File: config.mk
export PLATFORM = sky130hd
export DESIGN_NAME = spi_debug_bridge
export DESIGN_NICKNAME = d
export VERILOG_FILES = /design/src/rtl/spi_debug_pkg.sv /design/src/rtl/spi_pin_sync.sv /design/src/rtl/spi_debug_bridge.sv
export SDC_FILE = /design/constraint.sdc
export NUM_CORES = 1
export LEC_CHECK = 0
export ABC_AREA = 1
export CAP_MARGIN = 20
export CORE_MARGIN = 3
export CORE_UTILIZATION = 52
export CTS_CLUSTER_DIAMETER = 50
export DETAILED_ROUTE_END_ITERATION = 7
export MAX_ROUTING_LAYER = met4
export PLACE_DENSITY_LB_ADDON = 0.1
export SYNTH_ARGS = -nofsm -noshare
export SYNTH_HDL_FRONTEND = slang
export SYNTH_SLANG_ARGS = --single-unit
File: constraint.sdc
create_clock -name sys_clk -period 1.6 [get_ports sys_clk]
set_input_delay 0.32 -clock sys_clk [delete_from_list [all_inputs] [get_ports sys_clk]]
set_output_delay 0.32 -clock sys_clk [all_outputs]
set_load 0.005 [all_outputs]
File: src/rtl/spi_debug_pkg.sv
// Shared types and defaults for the SPI debug bridge.
package spi_debug_pkg;

    // Frame-level states of the SPI slave.
    typedef enum logic [2:0] {
        ST_IDLE,
        ST_CMD,
        ST_WDATA,
        ST_RDUMMY,
        ST_RDATA
    } frame_state_e;

    // Default build parameters.
    localparam int DEF_AW      = 16;
    localparam int DEF_DW      = 16;
    localparam int DEF_STARTUP = 65535;
    localparam int DEF_SYNC    = 2;

    // The read/write select lives in the top bit of the command word.
    function automatic int cmd_read_bit(input int dw);
        return dw - 1;
    endfunction

endpackage

File: src/rtl/spi_pin_sync.sv
// Synchronisers for the asynchronous SPI pins plus edge detection on SCLK.
module spi_pin_sync
    import spi_debug_pkg::*;
#(
    parameter int SYNC = DEF_SYNC
) (
    input  logic clk,
    input  logic rst_n,
    input  logic spi_clk,
    input  logic spi_cs_i,
    input  logic spi_data_i,
    output logic sclk_rise_o,
    output logic sclk_fall_o,
    output logic cs_n_o,
    output logic mosi_o
);

    logic [SYNC-1:0] sclk_q, sclk_d;
    logic [SYNC-1:0] cs_q, cs_d;
    logic [SYNC-1:0] mosi_q, mosi_d;
    logic            sclk_prev_q, sclk_prev_d;

    // Shift each pin one stage deeper into the system clock domain.
    always_comb begin
        sclk_d      = {sclk_q[SYNC-2:0], spi_clk};
        cs_d        = {cs_q[SYNC-2:0], spi_cs_i};
        mosi_d      = {mosi_q[SYNC-2:0], spi_data_i};
        sclk_prev_d = sclk_q[SYNC-1];
    end

    // Synchroniser registers; chip select comes out of reset deasserted.
    always_ff @(posedge clk) begin
        if (!rst_n) begin
            sclk_q      <= '0;
            cs_q        <= '1;
            mosi_q      <= '0;
            sclk_prev_q <= 1'b0;
        end else begin
            sclk_q      <= sclk_d;
            cs_q        <= cs_d;
            mosi_q      <= mosi_d;
            sclk_prev_q <= sclk_prev_d;
        end
    end

    assign sclk_rise_o = sclk_q[SYNC-1] & ~sclk_prev_q;
    assign sclk_fall_o = ~sclk_q[SYNC-1] & sclk_prev_q;
    assign cs_n_o      = cs_q[SYNC-1];
    assign mosi_o      = mosi_q[SYNC-1];

endmodule

File: src/rtl/spi_debug_bridge.sv
// SPI slave that turns host frames into write/read bursts on the system bus.
module spi_debug_bridge
    import spi_debug_pkg::*;
#(
    parameter int AW      = DEF_AW,
    parameter int DW      = DEF_DW,
    parameter int STARTUP = DEF_STARTUP,
    parameter int SYNC    = DEF_SYNC
) (
    input  logic          sys_clk,
    input  logic          sys_rst_n,
    input  logic          spi_clk,
    input  logic          spi_cs_i,
    input  logic          spi_data_i,
    output logic          spi_data_o,
    output logic          bus_req_o,
    output logic          bus_wr_o,
    output logic [AW-1:0] bus_addr_o,
    output logic [DW-1:0] bus_wdata_o,
    input  logic [DW-1:0] bus_rdata_i,
    input  logic          bus_ack_i,
    output logic          overrun_o
);

    localparam int CW     = (STARTUP > 0) ? $clog2(STARTUP + 1) : 1;
    localparam int BW     = (DW > 1) ? $clog2(DW) : 1;
    localparam int RD_BIT = cmd_read_bit(DW);

    logic sclk_rise, sclk_fall, cs_n, mosi;

    spi_pin_sync #(.SYNC(SYNC)) u_pin_sync (
        .clk         (sys_clk),
        .rst_n       (sys_rst_n),
        .spi_clk     (spi_clk),
        .spi_cs_i    (spi_cs_i),
        .spi_data_i  (spi_data_i),
        .sclk_rise_o (sclk_rise),
        .sclk_fall_o (sclk_fall),
        .cs_n_o      (cs_n),
        .mosi_o      (mosi)
    );

    frame_state_e  state_q, state_d;
    logic [CW-1:0] start_cnt_q, start_cnt_d;
    logic          cs_prev_q, cs_prev_d;
    logic [BW-1:0] bit_cnt_q, bit_cnt_d;
    logic [DW-1:0] shift_q, shift_d;
    logic [AW-1:0] addr_q, addr_d;
    logic [DW-1:0] miso_q, miso_d;
    logic          req_q, req_d;
    logic          wr_q, wr_d;
    logic [AW-1:0] baddr_q, baddr_d;
    logic [DW-1:0] wdata_q, wdata_d;
    logic [DW-1:0] rdata_q, rdata_d;
    logic          rvalid_q, rvalid_d;
    logic          overrun_q, overrun_d;

    logic          ready, ack_now, busy, rd_avail;
    logic [DW-1:0] word, rd_word;
    logic          word_done, issue, issue_wr;
    logic [AW-1:0] issue_addr;
    logic [DW-1:0] issue_data;

    // An ack in the same cycle as a word completion frees the bus first.
    assign ready    = (start_cnt_q == CW'(STARTUP));
    assign word     = {mosi, shift_q[DW-1:1]};
    assign ack_now  = req_q & bus_ack_i;
    assign busy     = req_q & ~bus_ack_i;
    assign rd_avail = rvalid_q | (ack_now & ~wr_q);
    assign rd_word  = (ack_now & ~wr_q) ? bus_rdata_i : rdata_q;

    // Frame FSM, MISO shifter and bus request generation.
    always_comb begin
        state_d     = state_q;
        start_cnt_d = start_cnt_q;
        cs_prev_d   = cs_n;
        bit_cnt_d   = bit_cnt_q;
        shift_d     = shift_q;
        addr_d      = addr_q;
        miso_d      = miso_q;
        req_d       = req_q;
        wr_d        = wr_q;
        baddr_d     = baddr_q;
        wdata_d     = wdata_q;
        rdata_d     = rdata_q;
        rvalid_d    = rvalid_q;
        overrun_d   = overrun_q;
        word_done   = 1'b0;
        issue       = 1'b0;
        issue_wr    = 1'b0;
        issue_addr  = '0;
        issue_data  = '0;

        if (!ready) begin
            start_cnt_d = start_cnt_q + CW'(1);
        end

        if (ack_now) begin
            req_d = 1'b0;
            if (!wr_q) begin
                rdata_d  = bus_rdata_i;
                rvalid_d = 1'b1;
            end
        end

        if (cs_n) begin
            state_d   = ST_IDLE;
            bit_cnt_d = '0;
            miso_d    = '0;
        end else if (state_q == ST_IDLE) begin
            // Only a fresh CS falling edge opens a frame, never one already in progress.
            if (ready && cs_prev_q) begin
                state_d   = ST_CMD;
                bit_cnt_d = '0;
            end
        end else begin
            if (sclk_rise) begin
                shift_d = word;
                if (bit_cnt_q == BW'(DW - 1)) begin
                    bit_cnt_d = '0;
                    word_done = 1'b1;
                end else begin
                    bit_cnt_d = bit_cnt_q + BW'(1);
                end
            end
            // The fall right after a word boundary still belongs to the old word.
            if (sclk_fall && bit_cnt_q != '0) begin
                miso_d = miso_q >> 1;
            end
            if (word_done) begin
                case (state_q)
                    ST_CMD: begin
                        if (word[RD_BIT]) begin
                            issue      = 1'b1;
                            issue_addr = word[AW-1:0];
                            addr_d     = word[AW-1:0] + AW'(1);
                            miso_d     = '0;
                            rvalid_d   = 1'b0;
                            state_d    = ST_RDUMMY;
                        end else begin
                            addr_d  = word[AW-1:0];
                            state_d = ST_WDATA;
                        end
                    end
                    ST_WDATA: begin
                        issue      = 1'b1;
                        issue_wr   = 1'b1;
                        issue_addr = addr_q;
                        issue_data = word;
                        addr_d     = addr_q + AW'(1);
                    end
                    ST_RDUMMY, ST_RDATA: begin
                        miso_d = rd_avail ? rd_word : '0;
                        if (!rd_avail) begin
                            overrun_d = 1'b1;
                        end
                        issue      = 1'b1;
                        issue_addr = addr_q;
                        addr_d     = addr_q + AW'(1);
                        rvalid_d   = 1'b0;
                        state_d    = ST_RDATA;
                    end
                    default: state_d = ST_IDLE;
                endcase
            end
        end

        if (issue) begin
            if (busy) begin
                overrun_d = 1'b1;
            end else begin
                req_d   = 1'b1;
                wr_d    = issue_wr;
                baddr_d = issue_addr;
                if (issue_wr) begin
                    wdata_d = issue_data;
                end
            end
        end
    end

    // State registers with synchronous active-low reset.
    always_ff @(posedge sys_clk) begin
        if (!sys_rst_n) begin
            state_q     <= ST_IDLE;
            start_cnt_q <= '0;
            cs_prev_q   <= 1'b1;
            bit_cnt_q   <= '0;
            shift_q     <= '0;
            addr_q      <= '0;
            miso_q      <= '0;
            req_q       <= 1'b0;
            wr_q        <= 1'b0;
            baddr_q     <= '0;
            wdata_q     <= '0;
            rdata_q     <= '0;
            rvalid_q    <= 1'b0;
            overrun_q   <= 1'b0;
        end else begin
            state_q     <= state_d;
            start_cnt_q <= start_cnt_d;
            cs_prev_q   <= cs_prev_d;
            bit_cnt_q   <= bit_cnt_d;
            shift_q     <= shift_d;
            addr_q      <= addr_d;
            miso_q      <= miso_d;
            req_q       <= req_d;
            wr_q        <= wr_d;
            baddr_q     <= baddr_d;
            wdata_q     <= wdata_d;
            rdata_q     <= rdata_d;
            rvalid_q    <= rvalid_d;
            overrun_q   <= overrun_d;
        end
    end

    assign spi_data_o  = miso_q[0];
    assign bus_req_o   = req_q;
    assign bus_wr_o    = wr_q;
    assign bus_addr_o  = baddr_q;
    assign bus_wdata_o = wdata_q;
    assign overrun_o   = overrun_q;

endmodule
# ---- Yosys cells after proc, flatten, opt, wreduce, memory -nomap -nowiden
# Index checks and enable logic that the tools add are counted.
# Widths: inputs -> output; s select.
dict set report word_totals {
  regBits 131
  out_inout_bits 36
  elab_cells 117
}
dict set report op_classes {
  n_addsub 4
  n_eq_ne 8
  n_mux 56
  n_bitwise 14
  reduce_logical 17
}
# cell count
set ops {}
lappend ops {{$mux 16} 14}
lappend ops {{$pmux 16 s2} 3}
lappend ops {{$add 16x1->16 const B} 3}
lappend ops {{$mux 1} 29}
lappend ops {{$eq 16x16->1 const B} 1}
lappend ops {{$mux 4} 4}
lappend ops {{$mux 3} 3}
lappend ops {{$pmux 3 s3} 1}
lappend ops {{$reduce_and 3->1} 3}
lappend ops {{$not 1->1} 8}
lappend ops {{$eq 3x2->1 const B} 2}
lappend ops {{$reduce_and 2->1} 3}
lappend ops {{$reduce_bool 2->1} 3}
lappend ops {{$and 1x1->1} 5}
lappend ops {{$add 4x1->4 const B} 1}
lappend ops {{$eq 4x4->1 const B} 1}
lappend ops {{$pmux 1 s2} 2}
lappend ops {{$reduce_and 4->1} 1}
lappend ops {{$reduce_bool 4->1} 1}
lappend ops {{$reduce_or 2->1} 2}
lappend ops {{$eq 3x1->1 const B} 1}
lappend ops {{$eq 3x3->1 const B} 1}
lappend ops {{$logic_not 3->1} 1}
lappend ops {{$reduce_or 3->1} 1}
lappend ops {{other kinds (4)} 5}

# ---- Longest topological paths before layout
dict set report logic_depth {
  ltp_word 10
  mapped_depth 12
  mapped_depth_nobuf 11
}

# ---- Modules after synthesis
# From an unflattened synthesis, not the netlist that was laid out.
dict set report unflattened {
  hier_cells 1011
  hier_area_um2 6581.3
}
# module n_inst cells_each area_each_um2 seq_area_each_um2
set by_module_without_submodules {}
lappend by_module_without_submodules {spi_debug_bridge 1 986 6373.6 2462.4}
lappend by_module_without_submodules {spi_pin_sync 1 25 207.7 140.1}

# ---- Worst setup path after synthesis
# OpenSTA, ideal clock, no wires.
dict set report synth_path {
  kind {register to register}
  startpoint {register bit_cnt_q[0]}
  endpoint {register wdata_q[2], in the netlist bus_wdata_o[2]}
  setup_time_ns 0.110
  arrival_time_ns 1.652
  required_time_ns 1.490
  slack_ns -0.162
  path_stages_with_launch 12
  path_buffers 1
  synth_period_minus_slack_ns 1.762
  path_cell_list {dfxtp_1 -> ha_1 -> nand3_2 -> nor2_4 -> nand2_4 -> nor2_8 -> nand2_2 -> nor2_4 -> buf_2 -> nand3_1 -> nand2_1 -> nor2_1}
}
dict set report synth_between {
  elab_chain_len 9
}
# element line
set synth_lines {}
lappend synth_lines {{from (decl)} spi_debug_bridge.sv:46} ;# logic [BW-1:0] bit_cnt_q, bit_cnt_d;
lappend synth_lines {{from (signal assigned)} spi_debug_bridge.sv:203} ;# bit_cnt_q <= bit_cnt_d;
lappend synth_lines {{$eq 4x4->1 (*)} spi_debug_bridge.sv:119} ;# if (bit_cnt_q == BW'(DW - 1)) begin
lappend synth_lines {{$mux 1 (*)} spi_debug_bridge.sv:119}
lappend synth_lines {{$mux 1 (*)} spi_debug_bridge.sv:117} ;# if (sclk_rise) begin
lappend synth_lines {{$mux 1 (*)} spi_debug_bridge.sv:110} ;# end else if (state_q == ST_IDLE) begin
lappend synth_lines {{$mux 1 (*)} spi_debug_bridge.sv:106} ;# if (cs_n) begin
lappend synth_lines {{$mux 1} spi_debug_bridge.sv:130} ;# if (word_done) begin
lappend synth_lines {{$mux 1} spi_debug_bridge.sv:110}
lappend synth_lines {{$mux 1} spi_debug_bridge.sv:106}
lappend synth_lines {{$reduce_and 3->1 (no line)} n/a}
lappend synth_lines {{to (signal assigned)} spi_debug_bridge.sv:210} ;# wdata_q <= wdata_d;
lappend synth_lines {{to (decl)} spi_debug_bridge.sv:53} ;# logic [DW-1:0] wdata_q, wdata_d;
# Every way passes the cells marked *; elsewhere a longest branch is shown, timed or not. The select of a mux whose other input is x is not followed.
# A chain may end at the register's enable or synchronous reset.

# ---- Final worst setup path
dict set report layout_path {
  startpoint {register bit_cnt_q[1]}
  endpoint {register wdata_q[6], in the netlist bus_wdata_o[6]}
}
# The elaborated chain is that of the path after synthesis.

==> impl_metrics.tcl <==
set metrics [dict create \
    status "finished, violations left" \
    violations "negative setup slack" \
    arrival_ps 2010 \
    crit_family "simple AND/OR/NAND/NOR gates" \
    drc 0 \
    ioPinCount 58 \
    peakVddDrop_v 0.000777 \
    grt_max_degree 31 \
    die_h_um 118 \
    ant_nets 0 \
    clk_pin_slew_ps 50 \
    slew_headroom 0.763 \
    reg2reg_from "bit_cnt_q[1]" \
    num_vias 6703 \
    syn-cell-area_sq_um 6500 \
    fp.dieArea_sq_um 13900 \
    dpl.hpwl_mm 12.2 \
    synthesis.nets 1028 \
    row_count 40 \
    synthCells 1000 \
    cap_viol_max_count 0 \
    worst_slew_pin_slew_ps 352 \
    period_needed_ps 1690 \
    slowest_stage "dfxtp_2" \
    avgSynthCellArea_sq_um 6.50 \
    hold_class "flip-flop to flip-flop" \
    period_share 1.06 \
    yosysTopAreaCellShare 0.400 \
    yosys_register_bits 130 \
    dieWidth_um 118 \
    routed_via_density 5.11 \
    synth.area.top_cells "dfxtp_1 40%, nand2_1 16%, nor2_1 8.0%" \
    routedWlPerCell_um 13.6 \
    dp_slack_ps -391 \
    drv_slew 0 \
    synthArstFlopShare 0 \
    nNetsFinal 1160 \
    cp_data_required_time_ps 1920 \
    clk_path_buf_depth 2 \
    max_freq_mhz 591 \
    synth.largest_area_cell "dfxtp_1" \
    wl_mm 17.9 \
    post-synth-top-count-cell "nand2_1" \
    synth_warnings 0 \
    grt_pass1_wl_mm 28.8 \
    fin_ws_ps -92.8 \
    clock_sinks 130 \
    drive_above_1_share 0.176 \
    ys.flop_type "dfxtp_1" \
    dpl_cell_area_sq_um 7910 \
    max_stage_delay_ps 350 \
    core_sq_um 12100 \
    end_kind "flip-flop" \
    worst-path-max-fanout 10 \
    ys_types 33 \
    fillers 1014 \
    initial_core_util 0.537 \
    grt_antenna_before_repair 0 \
    rsz0062_at_grt "true" \
    setup_viol 42 \
    power.density_nw_per_um2 836 \
    drt_iter0_drc 575 \
    cts_buffers 17 \
    gr-total-overflow 0 \
    synth_common_cells "270 x nand2_1, 138 x nor2_1, 130 x dfxtp_1" \
    seq_area_frac_synth 0.400 \
    skew_ps 10.4 \
    clock-root-buffer "clkbuf_16" \
    synth_edf_count 0 \
    drtPass1Iterations 6 \
    grt_usage 0.260 \
    clock_latency_ps 430 \
    hold_path.startpoint "u_pin_sync.sclk_q[0]" \
    cp_cell_sequence "ha_4 > nand3_4 > nor2_4 > nand2_4 > nor2_8 > nand2_4 > nor2_4 > buf_12 > buf_4 > nand3_1 > nand2_1 > nor2_1" \
    final_area_sq_um 8890 \
    startpoint "bit_cnt_q[1]" \
    area_growth_pct 36.8 \
    place.gp.congestion 0.953 \
    p_leak_nw 4.15 \
    cts_tree "done" \
    start_kind "flip-flop" \
    h-tree-depth 4 \
    grt_pass1_vias 6191 \
    critPathKind "flip-flop to flip-flop" \
    antennaDiodeCount 0 \
    io_buffers 57 \
    hold_violations 0 \
    crit_buf_inv 2 \
]
cells by family (layout without fill, tap and decap cells):
group | after synthesis | after routing | share of synthesized area
buffers and inverters | 170 | 315 | 0.102
AND/OR/NAND/NOR | 515 | 515 | 0.330
adder cells (fa/ha/maj) | 6 | 6 | 0.0115
AO/OA/AOI/OAI | 165 | 165 | 0.138
flip-flops | 130 | 130 | 0.400
XOR/XNOR | 14 | 14 | 0.0189
tightest hold or removal path, delay by kind of cell, from the launching register on:
family / cells / cell delay (ps)
simple gates: 1 / 40
flops: 1 / 300
buf+inv: 1 / 40
stage by stage:
stage / setup TNS [ps] / hold slack [ps] / instances / total power [mW] / util
after detailed placement: -12260 / 395 / 1271 / 3.52 / 0.653
after CTS: -2430 / 407 / 1308 / 7.47 / 0.714
after global routing: -9220 / 454 / 1313 / 7.65 / 0.734
final: -1940 / 408 / 1313 / 7.43 / 0.734
after global placement: -9220 / 396 / 1271 / 3.52 / 0.653
after floorplan: -2870 / 390 / 1000 / 3.41 / -
placed cells by master (no fill, tap or decap), types with 3 or more instances in the layout:
master / n
clkbuf_8: 6
inv_2: 4
nand3_2: 4
a21oi_1: 50
o21bai_1: 3
clkdlybuf4s50_1: 25
inv_1: 123
dlygate4sd2_1: 11
dfxtp_1: 114
buf_4: 76
nand2_1: 259
buf_12: 9
nor2_2: 8
nor2_1: 131
dfxtp_2: 16
nor3_1: 7
a211oi_1: 16
xnor2_1: 9
o21ai_1: 15
o21ai_0: 63
clkinvlp_4: 3
clkbuf_16: 18
nand4_1: 6
dlymetal6s2s_1: 21
buf_6: 9
a22oi_1: 4
nor2_4: 3
a21oi_2: 6
nand2_4: 5
nand2_2: 9
or2_2: 7
nand3_1: 66
xor2_1: 5
ha_1: 4
final timing paths:
check	to	slack, ps	cells after the start
setup / recovery	bus_wdata_o[6]	-90	12
setup reg to reg	bus_wdata_o[6]	-90	12
hold / removal	u_pin_sync.sclk_q[1]	410	2
hold reg to reg	u_pin_sync.sclk_q[1]	410	2
flip-flops by register name, summed over array words and instances (netlist names), 3 cells and up:
| signal | cells |
|---|---|
| miso_q | 16 |
| bus_addr_o | 16 |
| shift_q | 15 |
| bus_wdata_o | 16 |
| state_q | 3 |
| start_cnt_q | 16 |
| rdata_q | 16 |
| addr_q | 16 |
| bit_cnt_q | 4 |
report_power, final:
group	switching [mW]	total (mW)	internal, mW
Sequential	0.0139	3.27	3.25
Clock	1.43	3.97	2.54
Combinational	0.0947	0.195	0.101
Total	1.54	7.43	5.90
layout make-up:
type,count,area [sq um],area share
clock buffer,25,515,0.0580
clock inverter,7,96.3,0.0108
inverter,129,489,0.0550
multi-input combinational,700,3430,0.386
sequential,130,2620,0.295
tap,168,210,0.0236
timing repair buffer,154,1530,0.172
per-layer routing:
metal	up-vias	GRT usage	share of wire
li1	3429	-	-
met1	3037	0.312	0.43
met2	189	0.429	0.49
met3	48	0.0581	0.052
met4	0	0.0960	0.032
met5	-	-	0
what timing repair did:
action | CTS | global route
cloned | 1 | 1
hold buffers | 0 | 0
pin swaps | 2 | 8
buffers inserted | 4 | 5
setup endpoints to repair | 72 | 109
gates resized for setup | 36 | 73
Power figures use the tool's default switching activity.
